<file path="config.mk">
export PLATFORM = sky130hd
export DESIGN_NAME = traffic_request_scheduler
export DESIGN_NICKNAME = d
export VERILOG_FILES = /design/src/rtl/traffic_pkg.sv /design/src/rtl/traffic_request_scheduler_key_debouncer.sv /design/src/rtl/traffic_request_scheduler.sv
export SDC_FILE = /design/constraint.sdc
export NUM_CORES = 1
export LEC_CHECK = 0
export CAP_MARGIN = 20
export CORE_ASPECT_RATIO = 0.75
export CORE_MARGIN = 2
export CORE_UTILIZATION = 30
export DETAILED_ROUTE_END_ITERATION = 8
export PLACE_DENSITY = 0.49
export SETUP_SLACK_MARGIN = 0.15
export SLEW_MARGIN = 30
export SYNTH_ARGS = -nofsm -noshare
export SYNTH_HDL_FRONTEND = slang
export SYNTH_SLANG_ARGS = --single-unit
</file>
<file path="constraint.sdc">
create_clock -name clk_27 -period 5.1 [get_ports clk_27]
set_input_delay 0.765 -clock clk_27 [delete_from_list [all_inputs] [get_ports clk_27]]
set_output_delay 0.765 -clock clk_27 [all_outputs]
set_load 0.005 [all_outputs]
</file>
<file path="src/rtl/traffic_pkg.sv">
`default_nettype none
// ============================================================================
// Module : traffic_pkg
// Brief  : Shared request ids, scheduler state encoding and the round-robin
//          helpers used by traffic_request_scheduler.
// Rev    : 1.0  initial release
// ============================================================================
package traffic_pkg;

    localparam int NUM_REQ = 3;

    // Request / grant identifiers (index into pending[])
    localparam logic [1:0] REQ_LEFT    = 2'd0;
    localparam logic [1:0] REQ_WALK_NS = 2'd1;
    localparam logic [1:0] REQ_WALK_EW = 2'd2;

    // Scheduler state encoding
    localparam logic [1:0] IDLE    = 2'd0;
    localparam logic [1:0] OFFER   = 2'd1;
    localparam logic [1:0] SERVING = 2'd2;

    // Next id in the 0 -> 1 -> 2 -> 0 ring
    function automatic logic [1:0] rr_inc(input logic [1:0] id);
        return (id == 2'd2) ? 2'd0 : id + 2'd1;
    endfunction

    // First pending id found searching ptr, ptr+1, ptr+2 (mod 3)
    function automatic logic [1:0] rr_pick(input logic [2:0] req, input logic [1:0] ptr);
        logic [1:0] idx;
        logic [1:0] sel;
        logic       found;
        idx   = ptr;
        sel   = ptr;
        found = 1'b0;
        for (int i = 0; i < NUM_REQ; i++) begin
            if (!found && req[idx]) begin
                sel   = idx;
                found = 1'b1;
            end
            idx = rr_inc(idx);
        end
        return sel;
    endfunction

endpackage
`default_nettype wire

</file>
<file path="src/rtl/traffic_request_scheduler_key_debouncer.sv">
`default_nettype none
// ============================================================================
// Module : key_debouncer
// Brief  : 2-FF synchroniser, stable-level debouncer and press pulse for one
//          active-low pushbutton. i_bypass passes the synchronised level.
// Rev    : 1.0  initial release
// ============================================================================
module key_debouncer #(
    parameter int DEBOUNCE_CYCLES = 270000
) (
    input  logic clk,
    input  logic rst_n,
    input  logic i_bypass,
    input  logic i_key_n,
    output logic o_press
);

    localparam int             CW          = (DEBOUNCE_CYCLES > 1) ? $clog2(DEBOUNCE_CYCLES) : 1;
    localparam logic [CW-1:0]  C_CNT_LAST  = CW'(DEBOUNCE_CYCLES - 1);

    logic          r_sync1;
    logic          r_sync2;
    logic          r_deb;
    logic          w_deb_nxt;
    logic [CW-1:0] r_cnt;

    // Two-stage synchroniser; released (high) level out of reset
    always_ff @(posedge clk or negedge rst_n) begin
        if (!rst_n) begin
            r_sync1 <= 1'b1;
            r_sync2 <= 1'b1;
        end else begin
            r_sync1 <= i_key_n;
            r_sync2 <= r_sync1;
        end
    end

    // Debounced level follows sync once it has differed for DEBOUNCE_CYCLES cycles
    always_comb begin
        w_deb_nxt = r_deb;
        if (i_bypass) begin
            w_deb_nxt = r_sync2;
        end else if ((r_sync2 != r_deb) && (r_cnt == C_CNT_LAST)) begin
            w_deb_nxt = r_sync2;
        end
    end

    // Stability counter and debounced level register
    always_ff @(posedge clk or negedge rst_n) begin
        if (!rst_n) begin
            r_cnt <= '0;
            r_deb <= 1'b1;
        end else begin
            r_deb <= w_deb_nxt;
            if (i_bypass || (r_sync2 == r_deb) || (r_cnt == C_CNT_LAST)) begin
                r_cnt <= '0;
            end else begin
                r_cnt <= r_cnt + 1'b1;
            end
        end
    end

    // Press fires in the cycle the debounced level is about to fall, so the
    // pending bit lands on the same edge the debounced level goes low
    assign o_press = r_deb & ~w_deb_nxt;

endmodule
`default_nettype wire

</file>
<file path="src/rtl/traffic_request_scheduler.sv">
`default_nettype none
// ============================================================================
// Module : traffic_request_scheduler
// Brief  : Debounces three request keys, latches them as pending requests and
//          offers them round-robin to the phase sequencer over valid/ack,
//          tracking each service until phase_done or a timeout.
// Rev    : 1.0  initial release
// ============================================================================
module traffic_request_scheduler
    import traffic_pkg::*;
#(
    parameter int          DEBOUNCE_CYCLES = 270000,
    parameter int unsigned SERVE_TIMEOUT   = 1620000000
) (
    input  logic       clk_27,
    input  logic       reset,
    input  logic       sw9,
    input  logic       key_1,
    input  logic       key_3,
    input  logic       key_2,
    input  logic       safe_point,
    input  logic       grant_ack,
    input  logic       phase_done,
    output logic       grant_valid,
    output logic [1:0] grant_id,
    output logic       busy,
    output logic [2:0] pending,
    output logic       timeout_err
);

    localparam logic [31:0] C_SERVE_LAST = 32'(SERVE_TIMEOUT - 1);

    logic [2:0]  w_keys_n;
    logic [2:0]  w_press;
    logic [2:0]  w_clr;
    logic [1:0]  r_state;
    logic [1:0]  w_state_nxt;
    logic [1:0]  r_rr_ptr;
    logic [1:0]  w_rr_nxt;
    logic [1:0]  r_grant_id;
    logic [1:0]  w_grant_id_nxt;
    logic [31:0] r_cnt;
    logic [31:0] w_cnt_nxt;
    logic [2:0]  r_pending;
    logic        r_timeout;
    logic        w_timeout_nxt;

    // Bit order matches pending[]: {WALK_EW, WALK_NS, LEFT}
    assign w_keys_n = {key_2, key_3, key_1};

    generate
        for (genvar g = 0; g < NUM_REQ; g++) begin : g_key
            key_debouncer #(
                .DEBOUNCE_CYCLES (DEBOUNCE_CYCLES)
            ) u_key_debouncer (
                .clk      (clk_27),
                .rst_n    (reset),
                .i_bypass (sw9),
                .i_key_n  (w_keys_n[g]),
                .o_press  (w_press[g])
            );
        end
    endgenerate

    // Next-state, arbitration and service-timer logic
    always_comb begin
        w_state_nxt    = r_state;
        w_rr_nxt       = r_rr_ptr;
        w_grant_id_nxt = r_grant_id;
        w_cnt_nxt      = r_cnt;
        w_timeout_nxt  = r_timeout;
        w_clr          = '0;
        case (r_state)
            IDLE: begin
                w_cnt_nxt = '0;
                if ((r_pending != 3'b000) && safe_point) begin
                    w_grant_id_nxt = rr_pick(r_pending, r_rr_ptr);
                    w_state_nxt    = OFFER;
                end
            end
            OFFER: begin
                // Offer stays up regardless of safe_point until acknowledged
                if (grant_ack) begin
                    w_clr[r_grant_id] = 1'b1;
                    w_rr_nxt          = rr_inc(r_grant_id);
                    w_cnt_nxt         = '0;
                    w_state_nxt       = SERVING;
                end
            end
            SERVING: begin
                if (phase_done) begin
                    w_cnt_nxt   = '0;
                    w_state_nxt = IDLE;
                end else if (r_cnt == C_SERVE_LAST) begin
                    w_cnt_nxt     = '0;
                    w_timeout_nxt = 1'b1;
                    w_state_nxt   = IDLE;
                end else begin
                    w_cnt_nxt = r_cnt + 32'd1;
                end
            end
            default: begin
                w_state_nxt = IDLE;
            end
        endcase
    end

    // State, arbitration pointer, grant id, timer, pending and sticky error
    always_ff @(posedge clk_27 or negedge reset) begin
        if (!reset) begin
            r_state    <= IDLE;
            r_rr_ptr   <= 2'd0;
            r_grant_id <= REQ_LEFT;
            r_cnt      <= '0;
            r_pending  <= '0;
            r_timeout  <= 1'b0;
        end else begin
            r_state    <= w_state_nxt;
            r_rr_ptr   <= w_rr_nxt;
            r_grant_id <= w_grant_id_nxt;
            r_cnt      <= w_cnt_nxt;
            // A press landing on the clearing handshake keeps the request
            r_pending  <= (r_pending & ~w_clr) | w_press;
            r_timeout  <= w_timeout_nxt;
        end
    end

    assign grant_valid = (r_state == OFFER);
    assign busy        = (r_state == SERVING);
    assign grant_id    = r_grant_id;
    assign pending     = r_pending;
    assign timeout_err = r_timeout;

endmodule
`default_nettype wire

</file>
==> results.json <==
{
  "comb_power_share": 0.134,
  "synthMuxAreaShare": 0.006464,
  "peakVddDrop_uv": 129.4,
  "dp_hpwl_mm": 7.353,
  "vias_per_cell": 4.896,
  "grtUsageTotal": 0.1253,
  "yosysSeqAreaShare": 0.5193,
  "drcViolationCount": 0,
  "first_global_vias": 3537,
  "path_max_fanout": 10,
  "syn_nets": 524,
  "worstPathArrival_ns": 2.92,
  "diodes": 0,
  "fin_crit_sh": 0.5186,
  "synth.largest_area_cell": "dfrtp_1",
  "synth_warnings": 0,
  "drt-pass1-iter-count": 4,
  "whs_ns": 0.3580,
  "fin_util": 0.3486,
  "synth_enable_flop_cells": 0,
  "critPathLaunch": "grant_ack",
  "cts.sinks": 108,
  "vias": 3662,
  "synthCells": 511,
  "grt_antenna_before_repair": 0,
  "coreArea_sq_um": 16930,
  "final_nets": 541,
  "synth_top_family_by_area": "simple AND/OR/NAND/NOR gates",
  "status": "completed",
  "root_buffer": "clkbuf_16",
  "ff2ff_path_depth": 5,
  "initialDrtViolationCount": 198,
  "tightest_slew_ns": 0.8046,
  "pwr_density_cell_nw_per_um2": 337.3,
  "row_count": 41,
  "crit_path_end_kind": "flip-flop",
  "instances_no_fill": 748,
  "relSlewSlack": 0.4636,
  "grt_max_degree": 65,
  "die-area_sq_um": 18500,
  "ys.flop_type": "dfrtp_1",
  "slew_viol_final": 0,
  "rsz0062_at_grt": "no",
  "netlist_area_sq_um": 5226,
  "synthXorXnorAreaFrac": 0.1290,
  "clk_path_buf_depth": 2,
  "cp-start-kind": "input pin",
  "insertion_delay_ns": 0.35,
  "setup_viol": 0,
  "max_stage_delay_ns": 0.62,
  "numPortBuffers": 16,
  "post_cts_resize_count": 0,
  "io_pins": 17,
  "cts_buffers": 9,
  "wl_mm": 10.64,
  "syn-mean-instance-area_sq_um": 10.23,
  "pwr-share-clk": 0.381,
  "synth_adder_area_share": 0.009576,
  "fp.dieW_um": 156.4,
  "crit_chain": "clkdlybuf4s50_1 > or2b_4 > a2111oi_4 > nand4_4 > or3_1 > a21oi_1",
  "synth-compound-area-share": 0.05363,
  "fmax_mhz": 378.1,
  "place_inst": 732,
  "p_int_uw": 1447,
  "ys_top_cells_by_area": "dfrtp_1 47%, xor2_1 8.2%, nor2_1 6.6%, xnor2_1 4.7%, dfstp_2 4.5%",
  "layout_min_cycle_time_ns": 2.645,
  "initial_utilization": 0.3087,
  "grt_first_pass_wirelength_mm": 18.51,
  "htree_levels": 3,
  "cts_hold_buf": 0,
  "skew_ns": 0.007885,
  "ys_types": 48,
  "crit_type": "input pin to flip-flop",
  "cp_slowest_cell": "a2111oi_4",
  "r2r_start": "r_cnt[28]",
  "synth_top_area_share": 0.4740,
  "maxCapViolations": 0,
  "globalplace.congestion": 0.7916,
  "synthSimpleGateAreaFrac": 0.2547,
  "syn_to_final_growth_pct": 12.93,
  "grt_overflow": 0,
  "drive_gt1_frac": 0.08255,
  "swShare": 0.2730,
  "ys_seq_elements": 108,
  "cts_setup_buffers": 0,
  "timing.setup.tns_ns": 0,
  "required_ns": 5.37,
  "min_from": "g_key[2].u_key_debouncer.r_sync1",
  "avgRoutedWirePerCell_um": 14.22,
  "tritoncts": "built",
  "seqPwrFrac": 0.485,
  "hold_class": "flip-flop to flip-flop",
  "leakage_uw": 0.002427,
  "p_sw_uw": 543.5,
  "drtAntennaViolNets": 0,
  "final_hold_viol_count": 0,
  "clk_pin_slew_worst_paths_ns": 0.08,
  "async_flop_share": 1.000,
  "die_height_um": 118.3,
  "hold_depth": 0
}
## area by class of cell
type | instances | area, sq um
clock buffers | 9 | 225.2
fillers | 1746 | 11030
repair buffers | 17 | 165.2
well taps | 215 | 269.0
clock inverters | 7 | 96.34
multi-input cells | 377 | 2376
inverters | 15 | 56.30
flip-flops and latches | 108 | 2714
## per-stage QoR
| step | power, uW | area, sq um | setup slack [ns] |
|---|---|---|---|
| after CTS | 2026 | 5902 | 2.453 |
| final | 1991 | 5902 | 2.455 |
| after detailed placement | 1256 | 5580 | 2.054 |
| after global routing | 2096 | 5902 | 2.308 |
| after global placement | 1246 | 5574 | 2.120 |
| after floorplan | 1162 | 5226 | 2.782 |
## state kept, by name, summed over array words and instances, names as in the netlist
signal,cells
g_key.u_key_debouncer.r_sync1,3
grant_id,2
g_key.u_key_debouncer.r_deb,3
timeout_err,1
r_rr_ptr,2
r_state,2
pending,3
g_key.u_key_debouncer.r_cnt,57
r_cnt,32
g_key.u_key_debouncer.r_sync2,3
## final timing paths
kind | slack, ns | to
max | 2.46 | r_cnt[22]
min | 0.36 | g_key[2].u_key_debouncer.r_sync2
max reg2reg | 2.72 | r_cnt[18]
min reg2reg | 0.36 | g_key[2].u_key_debouncer.r_sync2
max in group asynchronous | 3.46 | r_cnt[8]
min in group asynchronous | 0.40 | g_key[2].u_key_debouncer.r_cnt[14]
## cell families (layout without fill, tap and decap cells)
group | after synthesis | after routing
mux | 3 | 3
xor+xnor | 77 | 77
flops | 108 | 108
buf+inv | 26 | 48
compound gates | 38 | 38
fa+ha+maj | 4 | 4
simple gates | 255 | 255
## routing by layer
metal,vias up,track usage,part of all wire
met2,48,0.1663,0.41
met4,0,0.04014,0.018
met5,-,0,0
met1,1802,0.1927,0.54
li1,1800,-,-
met3,12,0.03520,0.033
## power groups by stage
stage	Sequential, uW	Combinational (uW)	Clock (uW)
4_1_cts	965	274	787
6_report	965	267	759
2_1_floorplan	965	197	0
5_1_grt	975	300	821
3_5_place_dp	981	275	0
3_3_place_gp	977	269	0
## cell usage in the layout (no fill, tap or decap), types with 6 or more instances in the layout
cell type | Yosys | layout
a21oi_1 | 10 | 10
and3_1 | 16 | 16
and4_1 | 10 | 10
clkbuf_16 | 0 | 9
clkdlybuf4s50_1 | 0 | 15
dfrtp_1 | 99 | 99
dfstp_2 | 9 | 9
inv_1 | 15 | 15
nand2_1 | 29 | 29
nand3_1 | 30 | 30
nand4_1 | 30 | 30
nor2_1 | 92 | 92
nor3_1 | 7 | 7
nor4_1 | 6 | 6
o21ai_0 | 12 | 12
or3_1 | 7 | 7
xnor2_1 | 28 | 28
xor2_1 | 49 | 49
## cell usage after synthesis (2+ instances only)
cell type and n:
a2111oi_4 2, a21o_1 4, a21oi_1 10, a32oi_1 2, and3_1 16, and4_1 10, buf_12 2, clkbuf_1 7
dfrtp_1 99, dfstp_2 9, ha_1 4, inv_1 15, mux2_2 3, nand2_1 29, nand2b_1 4, nand3_1 30
nand4_1 30, nor2_1 92, nor2_2 4, nor2b_1 3, nor3_1 7, nor4_1 6, nor4b_1 5, o21ai_0 12
or3_1 7, or4_1 2, xnor2_1 28, xor2_1 49
## critical path, delay by kind of cell
family                 cells  cell delay [ns]
buffers and inverters      1             0.49
AOI/OAI and AO/OA          2             0.77
and+or+nand+nor            3             0.88
(Power assumes the default switching activity.)
